`src/rtl/uart_pkg.sv`:
```
// Shared definitions for the bus-mapped UART transmitter: register offsets,
// STATUS bit positions and the serialiser state encoding.
package uart_pkg;

  localparam logic [1:0] REG_DATA    = 2'd0;
  localparam logic [1:0] REG_STATUS  = 2'd1;
  localparam logic [1:0] REG_DIVISOR = 2'd2;

  localparam int ST_FULL      = 0;
  localparam int ST_EMPTY     = 1;
  localparam int ST_OVF       = 2;
  localparam int ST_BUSY      = 3;
  localparam int ST_COUNT_LSB = 8;

  typedef enum logic [1:0] { Idle, Start, Data, Stop } tx_state_t;

endpackage

```
`src/rtl/byte_fifo.sv`:
```
// Synchronous byte FIFO, head visible combinationally on dout; count/flags update the cycle after push/pop.
// Backpressure: push while full is ignored (caller flags it), pop while empty is ignored.
module byte_fifo #(
  parameter int DEPTH = 8
) (
  input  logic                     clock,
  input  logic                     reset_n,
  input  logic                     push,
  input  logic                     pop,
  input  logic [7:0]               din,
  output logic [7:0]               dout,
  output logic [$clog2(DEPTH):0]   count,
  output logic                     full,
  output logic                     empty
);

  localparam int AW = $clog2(DEPTH);

  logic [7:0]    mem [DEPTH];
  logic [AW-1:0] wr_ptr;
  logic [AW-1:0] rd_ptr;
  logic          do_push;
  logic          do_pop;

  // Full is taken from the registered count, so a same-edge pop cannot rescue a push.
  assign full    = (count == (AW+1)'(DEPTH));
  assign empty   = (count == '0);
  assign do_push = push && !full;
  assign do_pop  = pop && !empty;
  assign dout    = mem[rd_ptr];

  always_ff @(posedge clock) begin
    if (do_push) mem[wr_ptr] <= din;
  end

  always_ff @(posedge clock or negedge reset_n) begin
    if (!reset_n) begin
      wr_ptr <= '0;
      rd_ptr <= '0;
      count  <= '0;
    end else begin
      if (do_push) wr_ptr <= wr_ptr + 1'b1;
      if (do_pop)  rd_ptr <= rd_ptr + 1'b1;
      case ({do_push, do_pop})
        2'b10:   count <= count + 1'b1;
        2'b01:   count <= count - 1'b1;
        default: ;
      endcase
    end
  end

endmodule

```
`src/rtl/bus_uart_tx.sv`:
```
// Bus-mapped 8N1 UART transmitter; DATA write at edge E pops at E+1, frame is 10*divisor clocks, back-to-back frames gapless.
// Backpressure: none on the bus (no wait states); bytes written while the FIFO is full are dropped and flag sticky overflow.
module bus_uart_tx
  import uart_pkg::*;
#(
  parameter logic [31:0] BASE_ADDR  = 32'h0000_4000,
  parameter int          FIFO_DEPTH = 8,
  parameter logic [15:0] DIV_RESET  = 16'd868
) (
  input  logic        clock,
  input  logic        reset_n,
  input  logic [31:0] bus_addr,
  input  logic [31:0] bus_data_w,
  input  logic [3:0]  bus_mask_w,
  output logic [31:0] bus_data_r,
  output logic        bus_hit,
  output logic        txd
);

  localparam int CW = $clog2(FIFO_DEPTH) + 1;

  logic [31:0]   offset;
  logic [1:0]    reg_sel;
  logic          data_wr;
  logic          status_wr;
  logic          ovf_set;
  logic          ovf_clr;
  logic          overflow;
  logic [15:0]   divisor;
  logic [15:0]   div_eff;
  logic [31:0]   status;

  logic [7:0]    fifo_dout;
  logic [CW-1:0] fifo_count;
  logic          fifo_full;
  logic          fifo_empty;
  logic          pop;

  tx_state_t     state, state_d;
  logic [15:0]   bit_cnt, cnt_d;
  logic [2:0]    bit_idx, idx_d;
  logic [7:0]    shreg, shreg_d;
  logic [15:0]   div_lat, div_lat_d;
  logic          txd_d;
  logic          last;
  logic          unused_bits;

  assign unused_bits = ^{bus_data_w[31:16], bus_mask_w[3:2]};

  // Unsigned wrap keeps addresses below BASE_ADDR out of the window.
  assign offset    = bus_addr - BASE_ADDR;
  assign bus_hit   = (offset < 32'd3);
  assign reg_sel   = offset[1:0];
  assign data_wr   = bus_hit && (reg_sel == REG_DATA) && bus_mask_w[0];
  assign status_wr = bus_hit && (reg_sel == REG_STATUS) && bus_mask_w[0];
  assign ovf_set   = data_wr && fifo_full;
  assign ovf_clr   = status_wr && bus_data_w[ST_OVF];
  assign div_eff   = (divisor == 16'd0) ? 16'd1 : divisor;

  byte_fifo #(.DEPTH(FIFO_DEPTH)) u_fifo (
    .clock   (clock),
    .reset_n (reset_n),
    .push    (data_wr),
    .pop     (pop),
    .din     (bus_data_w[7:0]),
    .dout    (fifo_dout),
    .count   (fifo_count),
    .full    (fifo_full),
    .empty   (fifo_empty)
  );

  always_comb begin
    status                          = '0;
    status[ST_FULL]                 = fifo_full;
    status[ST_EMPTY]                = fifo_empty;
    status[ST_OVF]                  = overflow;
    status[ST_BUSY]                 = (state != Idle);
    status[ST_COUNT_LSB +: 8]       = 8'(fifo_count);
  end

  always_comb begin
    bus_data_r = '0;
    if (bus_hit) begin
      case (reg_sel)
        REG_STATUS:  bus_data_r = status;
        REG_DIVISOR: bus_data_r = {16'h0000, divisor};
        default:     bus_data_r = '0;
      endcase
    end
  end

  always_ff @(posedge clock or negedge reset_n) begin
    if (!reset_n) begin
      divisor  <= DIV_RESET;
      overflow <= 1'b0;
    end else begin
      if (bus_hit && (reg_sel == REG_DIVISOR)) begin
        if (bus_mask_w[0]) divisor[7:0]  <= bus_data_w[7:0];
        if (bus_mask_w[1]) divisor[15:8] <= bus_data_w[15:8];
      end
      if (ovf_set)      overflow <= 1'b1;
      else if (ovf_clr) overflow <= 1'b0;
    end
  end

  assign last = (bit_cnt == 16'd0);

  always_comb begin
    state_d   = state;
    cnt_d     = bit_cnt;
    idx_d     = bit_idx;
    shreg_d   = shreg;
    div_lat_d = div_lat;
    pop       = 1'b0;
    txd_d     = 1'b1;
    case (state)
      Idle: begin
        if (!fifo_empty) begin
          pop     = 1'b1;
          state_d = Start;
        end
      end
      Start: begin
        if (last) begin
          state_d = Data;
          cnt_d   = div_lat - 16'd1;
          idx_d   = 3'd0;
        end else begin
          cnt_d = bit_cnt - 16'd1;
        end
      end
      Data: begin
        if (last) begin
          cnt_d = div_lat - 16'd1;
          if (bit_idx == 3'd7) state_d = Stop;
          else                 idx_d   = bit_idx + 3'd1;
        end else begin
          cnt_d = bit_cnt - 16'd1;
        end
      end
      Stop: begin
        if (last) begin
          if (!fifo_empty) begin
            pop     = 1'b1;
            state_d = Start;
          end else begin
            state_d = Idle;
          end
        end else begin
          cnt_d = bit_cnt - 16'd1;
        end
      end
      default: state_d = Idle;
    endcase
    // The divisor is captured only at pop, so mid-frame DIVISOR writes wait for the next byte.
    if (pop) begin
      shreg_d   = fifo_dout;
      div_lat_d = div_eff;
      cnt_d     = div_eff - 16'd1;
    end
    case (state_d)
      Start:   txd_d = 1'b0;
      Data:    txd_d = shreg_d[idx_d];
      default: txd_d = 1'b1;
    endcase
  end

  always_ff @(posedge clock or negedge reset_n) begin
    if (!reset_n) begin
      state   <= Idle;
      bit_cnt <= '0;
      bit_idx <= '0;
      shreg   <= '0;
      div_lat <= DIV_RESET;
      txd     <= 1'b1;
    end else begin
      state   <= state_d;
      bit_cnt <= cnt_d;
      bit_idx <= idx_d;
      shreg   <= shreg_d;
      div_lat <= div_lat_d;
      txd     <= txd_d;
    end
  end

endmodule

```
`config.mk`:
```
export PLATFORM = sky130hd
export DESIGN_NAME = bus_uart_tx
export DESIGN_NICKNAME = d
export VERILOG_FILES = /design/src/rtl/uart_pkg.sv /design/src/rtl/byte_fifo.sv /design/src/rtl/bus_uart_tx.sv
export SDC_FILE = /design/constraint.sdc
export NUM_CORES = 1
export LEC_CHECK = 0
export BUFFER_PORTS_ARGS = -buffer_cell sky130_fd_sc_hd__buf_2
export CELL_PAD_IN_SITES_DETAIL_PLACEMENT = 1
export CELL_PAD_IN_SITES_GLOBAL_PLACEMENT = 2
export CORE_ASPECT_RATIO = 2
export CORE_MARGIN = 2
export CORE_UTILIZATION = 41
export CTS_CLUSTER_SIZE = 14
export DETAILED_ROUTE_END_ITERATION = 8
export PLACE_DENSITY = 0.87
export SYNTH_ARGS = -nofsm -noshare
export SYNTH_HDL_FRONTEND = slang
export SYNTH_SLANG_ARGS = --single-unit
```
`constraint.sdc`:
```
create_clock -name clock -period 8.95 [get_ports clock]
set_input_delay 0.895 -clock clock [delete_from_list [all_inputs] [get_ports clock]]
set_output_delay 0.895 -clock clock [all_outputs]
set_load 0.02 [all_outputs]
```
; Word level (Yosys, flattened, before mapping)
; Memory sizes are Yosys's and may differ from the RTL's.
; Index checks and enable logic that the tools add are counted.
[totals]
ff_bits = 73
ramBits = 64
input_bits = 70
n_memories = 1
elab_cells = 90
out_inout_bits = 34
[op_classes]
muxes = 30
n_addsub = 9
n_lt_le_gt_ge = 2
n_eq_ne = 12
n_reduce_logical = 24
[mem_list]
columns = memory, words, word_bits, rd, rd_clocked_by_memory_dff, write_ports, line
row1 = u_fifo.mem, 8, 8, 1, 0, 1, byte_fifo.sv:19  ; logic [7:0] mem [DEPTH];
[op_table]
columns = op, n
row1 = 16-bit 2-to-1 mux, 5
row2 = 16-bit one-hot mux with 2 select lines, 2
row3 = "16-bit by 1-bit subtractor with 16-bit output, second input constant", 3
row4 = 16-bit logical NOT, 2
row5 = "32-bit by 2-bit < comparator with 1-bit output, second input constant", 1
row6 = "32-bit by 15-bit subtractor with 32-bit output, second input constant", 1
row7 = "2-bit == test, second input constant", 5
row8 = 2-bit 2-to-1 mux, 5
row9 = "3-bit by 1-bit adder with 3-bit output, second input constant", 3
row10 = 1-bit logical AND, 9
row11 = 3-bit 2-to-1 mux, 3
row12 = "2-bit by 1-bit == test with 1-bit output, second input constant", 4
row13 = 1-bit 2-to-1 mux, 8
row14 = 8-bit 2-to-1 mux, 1
row15 = 2-bit one-hot mux with 4 select lines, 1
row16 = 4-bit one-hot mux with 2 select lines, 1
row17 = 3-bit one-hot mux with 2 select lines, 1
row18 = 2-bit AND reduction, 3
row19 = 2-bit nonzero test, 3
row20 = "4-bit by 1-bit adder with 4-bit output, second input constant", 1
row21 = "4-bit == test, second input constant", 1
row22 = 2-bit logical NOT, 2
row23 = 4-bit logical NOT, 1
row24 = "3-bit by 4-bit < comparator with 1-bit output, second input constant", 1
row25 = 8 further kinds, 10

; Logic depth before layout (Yosys ltp)
[logic_depth]
depth_word = 8
depth_mapped = 15
mapped_depth_nobuf = 13

; Hierarchy
; Synthesis repeated with hierarchy kept, for this count alone.
[unflattened]
hier_cells = 616
hier_area_um2 = 7229.4
[by_module_without_submodules]
columns = module, n_inst, seq_area_each_um2, area_each_um2, cells_each
row1 = bus_uart_tx, 1, 1590.3, 4092.7, 454
row2 = byte_fifo, 1, 2172.1, 3136.8, 162

; Worst setup path after synthesis
; No wires, ideal clock.
[synth_timing]
path_type = in2out
from = input bus_addr[26]
to = output bus_data_r[0]
t_arrival_ns = 2.513
cell_stages = 6
n_path_buf = 1
slack_ns = 5.542
t_required_ns = 8.055
cell_sequence = nor4b_1 > nand4_1 > nor3_1 > clkbuf_1 > nand2_1 > nor2_1
[synth_between]
elab_chain_len = 3
[synth_rtl]
columns = item, line
row1 = from (decl), bus_uart_tx.sv:12  ; input logic [31:0] bus_addr,
row2 = 32-bit by 15-bit subtractor with 32-bit output, bus_uart_tx.sv:51  ; assign offset = bus_addr - BASE_ADDR;
row3 = 32-bit by 2-bit < comparator with 1-bit output, bus_uart_tx.sv:52  ; assign bus_hit = (offset < 32'd3);
row4 = net bus_hit, bus_uart_tx.sv:16  ; output logic bus_hit,
row5 = 16-bit 2-to-1 mux, bus_uart_tx.sv:83  ; if (bus_hit) begin
row6 = to (decl), bus_uart_tx.sv:15  ; output logic [31:0] bus_data_r,
; The timed path passes the listed nets, and every way through them passes these cells.

; Worst setup path after layout
[layout_timing]
from = input bus_addr[30]
to = output bus_data_r[11]
[layout_between]
elab_chain_len = 3
[layout_rtl]
columns = item, line
row1 = 32-bit by 15-bit subtractor with 32-bit output, bus_uart_tx.sv:51
row2 = 32-bit by 2-bit < comparator with 1-bit output, bus_uart_tx.sv:52
row3 = 16-bit 2-to-1 mux, bus_uart_tx.sv:83
; Every way passes these cells.

==> summary.md <==
| Metric | Value |
|---|---|
| Status | completed |
| Worst Max-Slew Pin Slew | between 1 and 1.5 ns |
| CTS resizes | 0 |
| Drt pass-1 iters | 4 |
| Largest net degree at the start of global routing | 74 |
| Most common cell after layout, fill and taps aside | nand2_1 |
| Number of max-cap violations | 0 |
| # Post-CTS Setup Buffers | 0 |
| Vias in the first global route | ~5600 |
| Sequential-to-total area share from yosys stat | a little over half |
| Clock skew | roughly 0.012 ns |
| Total chip power | about 0.0022 W |
| Layout area overhead | 15.9% |
| GPL Wtd Cong | between 0.8 and 0.9 |
| Antenna Nets Post-Route | 0 |
| Final Slew Violations | 0 |
| Cell taking the most area after synthesis | edfxtp_1 |
| Period utilization | 40.6% |
| Row count | between 60 and 70 |
| I/O pin count | around 100 |
| Placed cell count | between 800 and 900 |
| Yosys reg bits | ~140 |
| Post-synth EDFFs | between 60 and 70 |
| Yosys warning total | 0 |
| CP max FO | 11 |
| Multiplexer area fraction after synthesis | 11.1% |
| Primary FF master, synth | edfxtp_1 |
| CTS max path bufs | 2 |
| Worst hold path class | flip-flop to flip-flop |
| Ordered list of cells on the worst path | buf_2, nor4_1, nand4_1, nor3_1, buf_4, nand2_1, nor2_1, buf_2 |
| TritonCTS Buffers | 17 |
| DR iter-0 viols | 188 |
| Simple-gate share of the synthesized area | between 10% and 20% |
| Htree depth | 4 |
| First-pass GRT wire length | between 30000 and 40000 um |
| CTS clk-pin slew, worst paths | 0.06 ns |
| Design area | between 8000 and 9000 sq um |
| Post-Syn Area | 7000 sq um |
| RSZ-0062 raised after global routing | no |
| PD cells | 268 nW/um^2 |
| Cell variety after synth | 57 |
| Via Count | 5003 |
| Initial antenna violation count | 0 |
| Synth Area in XOR/XNOR | under 10% |
| Delay-heaviest family, CP | simple AND/OR/NAND/NOR gates |
| Die H | 189 um |
| Crit path kind | input port to output pin |
| Total wire length | ~19000 um |
| Async SR Flop Fraction | ~53% |
| Worst-Skew Late Latency | 0.42 ns |
| WP data required | 8.06 ns |
| Mapped Cells | 619 |
| Wire length per cell | between 20 and 25 um |
| Layout Utilization | approximately 48% |
| Area of the multi-input gates | ~3000 sq um |
| Final TNS setup | 0 ns |
| Slew Limit Headroom | about a third |
| I/O Buffers | ~70 |
| Initial Utilization | roughly two fifths |
| Post-route DRC | 0 |
| Synth Area in Compound Gates | between 8 and 9% |
| Flop-to-flop setup slack | roughly 5.4 ns |
| Largest family of logic cells by synthesized area | simple AND/OR/NAND/NOR gates |
| Fmax | 275 MHz |
| VDD IR max | 0.286 mV |
| DIE AREA | ~18000 sq um |
| P_leak | roughly 3.5 nW |
| Sequential cell area | 3760 sq um |
| Worst endpoint data arrival time | around 2.7 ns |
| Top post-synthesis cells by area | edfxtp_1 27%, dfrtp_1 22%, mux4_2 5.1%, mux2_2 5.0%, nand2_1 4.3% |
| CP Launch Type | input port |
| Sink Count | 137 |
| Crit-path most repeated cell | buf_2 |
| Post-Synth Adder-Cell Area | between 3 and 4% |
| Vias per cell | approximately 5.5 |
| Cts hold-fix bufs | 0 |
| Die X | 96.4 um |
| Synth top area share | between 20% and 30% |
| Ratio of cells with drive above 1 in the final layout | around a quarter |
| Setup Viol. Count Final | 0 |
| Most frequent cells in the layout | 80 x nand2_1, 68 x buf_2, 64 x edfxtp_1 |
| Synthesized area per cell | 11.3 sq um |
| Critical path capture point type | output pin |
| Clock root buffer | clkbuf_16 |
| Hpwl dp | around 14000 um |
| Nets | around 780 |
| Core ar. | between 15000 and 20000 sq um |
| GRT overflow | 0 |
| CTS tree | done |
| Cell Area, Placed | 7500 sq um |
| Tmin final | approximately 3.6 ns |
| WP buf/inv | 3 |
| Ant. Diodes | 0 |
| Hold Violations, Final | 0 |
| Crit-path slowest cell | nor4_1 |
| Total track usage | 22.1% |
| Post-route insts no fill | a little over 900 |
| CP max stage delay | 0.34 ns |
| Filler Cell Count | between 1500 and 2000 |
## kinds of logic (layout without fill, tap and decap cells)
| logic type | after synthesis | in the layout |
|---|---|---|
| AOI/OAI and AO/OA | 86 | 86 |
| xor gates and xnor gates | 32 | 32 |
| adders and majority gates | 18 | 18 |
| buffers and inverters | 62 | 131 |
| DFF | 137 | 137 |
| muxes | 54 | 54 |
| other | 1 | 16 |
| and+or+nand+nor | 229 | 229 |
## sequential cells by signal, indices dropped and copies added, names as in the netlist
name / flops
bit_cnt: 16
div_lat: 16
u_fifo.rd_ptr: 3
bit_idx: 3
txd: 1
u_fifo.count: 4
u_fifo.mem: 64
overflow: 1
state: 2
shreg: 8
divisor: 16
u_fifo.wr_ptr: 3
## worst min-delay path: cells and delay by family, from the launching register on
family / cells / cell delay, ns
and+or+nand+nor: 2 / 0.10
DFF: 1 / 0.39
## synth_stat cells (3+ instances only)
| cell | n |
|---|---|
| or3_1 | 6 |
| or4_1 | 3 |
| xor2_1 | 12 |
| nand2b_1 | 3 |
| edfxtp_1 | 64 |
| xnor2_1 | 20 |
| a211oi_1 | 4 |
| nor4_1 | 10 |
| mux2_2 | 31 |
| nand2_1 | 80 |
| a22oi_1 | 15 |
| ha_1 | 18 |
| dfstp_2 | 11 |
| clkbuf_1 | 18 |
| mux4_2 | 16 |
| a31oi_1 | 3 |
| a21oi_1 | 22 |
| and3_1 | 10 |
| nor3_1 | 26 |
| buf_4 | 17 |
| dfrtp_1 | 62 |
| mux2i_1 | 7 |
| o221ai_1 | 5 |
| nor2_1 | 63 |
| nand3_1 | 11 |
| a32oi_1 | 3 |
| nand4_1 | 4 |
| inv_1 | 22 |
| nand3b_1 | 3 |
| o21ai_0 | 14 |
## area by class of cell
class	instances	share of cell area [%]
Clock inverter	14	2.25
Clock buffer	18	5.29
Sequential cell	137	46.4
Multi-Input combinational cell	435	36.9
Inverter	23	1.06
Timing Repair Buffer	76	4.93
Tap cell	207	3.19
## path summary, 6_finish.rpt
kind,cells after the start,from,to
max reg2reg,12,bit_cnt[3]$_DFFE_PN0P_,txd$_DFF_PN1_
min,2,div_lat[5]$_DFFE_PN1P_,div_lat[5]$_DFFE_PN1P_
min reg2reg,2,div_lat[5]$_DFFE_PN1P_,div_lat[5]$_DFFE_PN1P_
max in group asynchronous,1,reset_n,divisor[14]$_DFFE_PN0P_
min in group asynchronous,1,reset_n,shreg[0]$_DFF_PN0_
max,8,bus_addr[30],bus_data_r[11]
## layer usage
| layer | wire, um | vias to the layer above | GRT usage, % |
|---|---|---|---|
| met1 | 6920 | 2528 | 24.0 |
| met2 | 10900 | 91 | 41.0 |
| li1 | - | 2354 | - |
| met3 | 330 | 30 | 3.64 |
| met4 | 488 | 0 | 8.67 |
| met5 | 0 | - | 0 |
## per-stage QoR
stage | setup slack, ns | hold WS, ns
detailed placement | 5.19 | 0.468
CTS | 5.34 | 0.493
global route | 5.12 | 0.515
floorplan | 5.54 | 0.450
global placement | 5.27 | 0.467
finish | 5.32 | 0.492
## power breakdown
part / switching, W / leakage (nW) / internal, W
clock network: 0.000287 / 0.297 / 0.000446
registers: 0.0000264 / 1.56 / 0.000696
logic: 0.000519 / 1.68 / 0.000197
(Power assumes the default switching activity.)
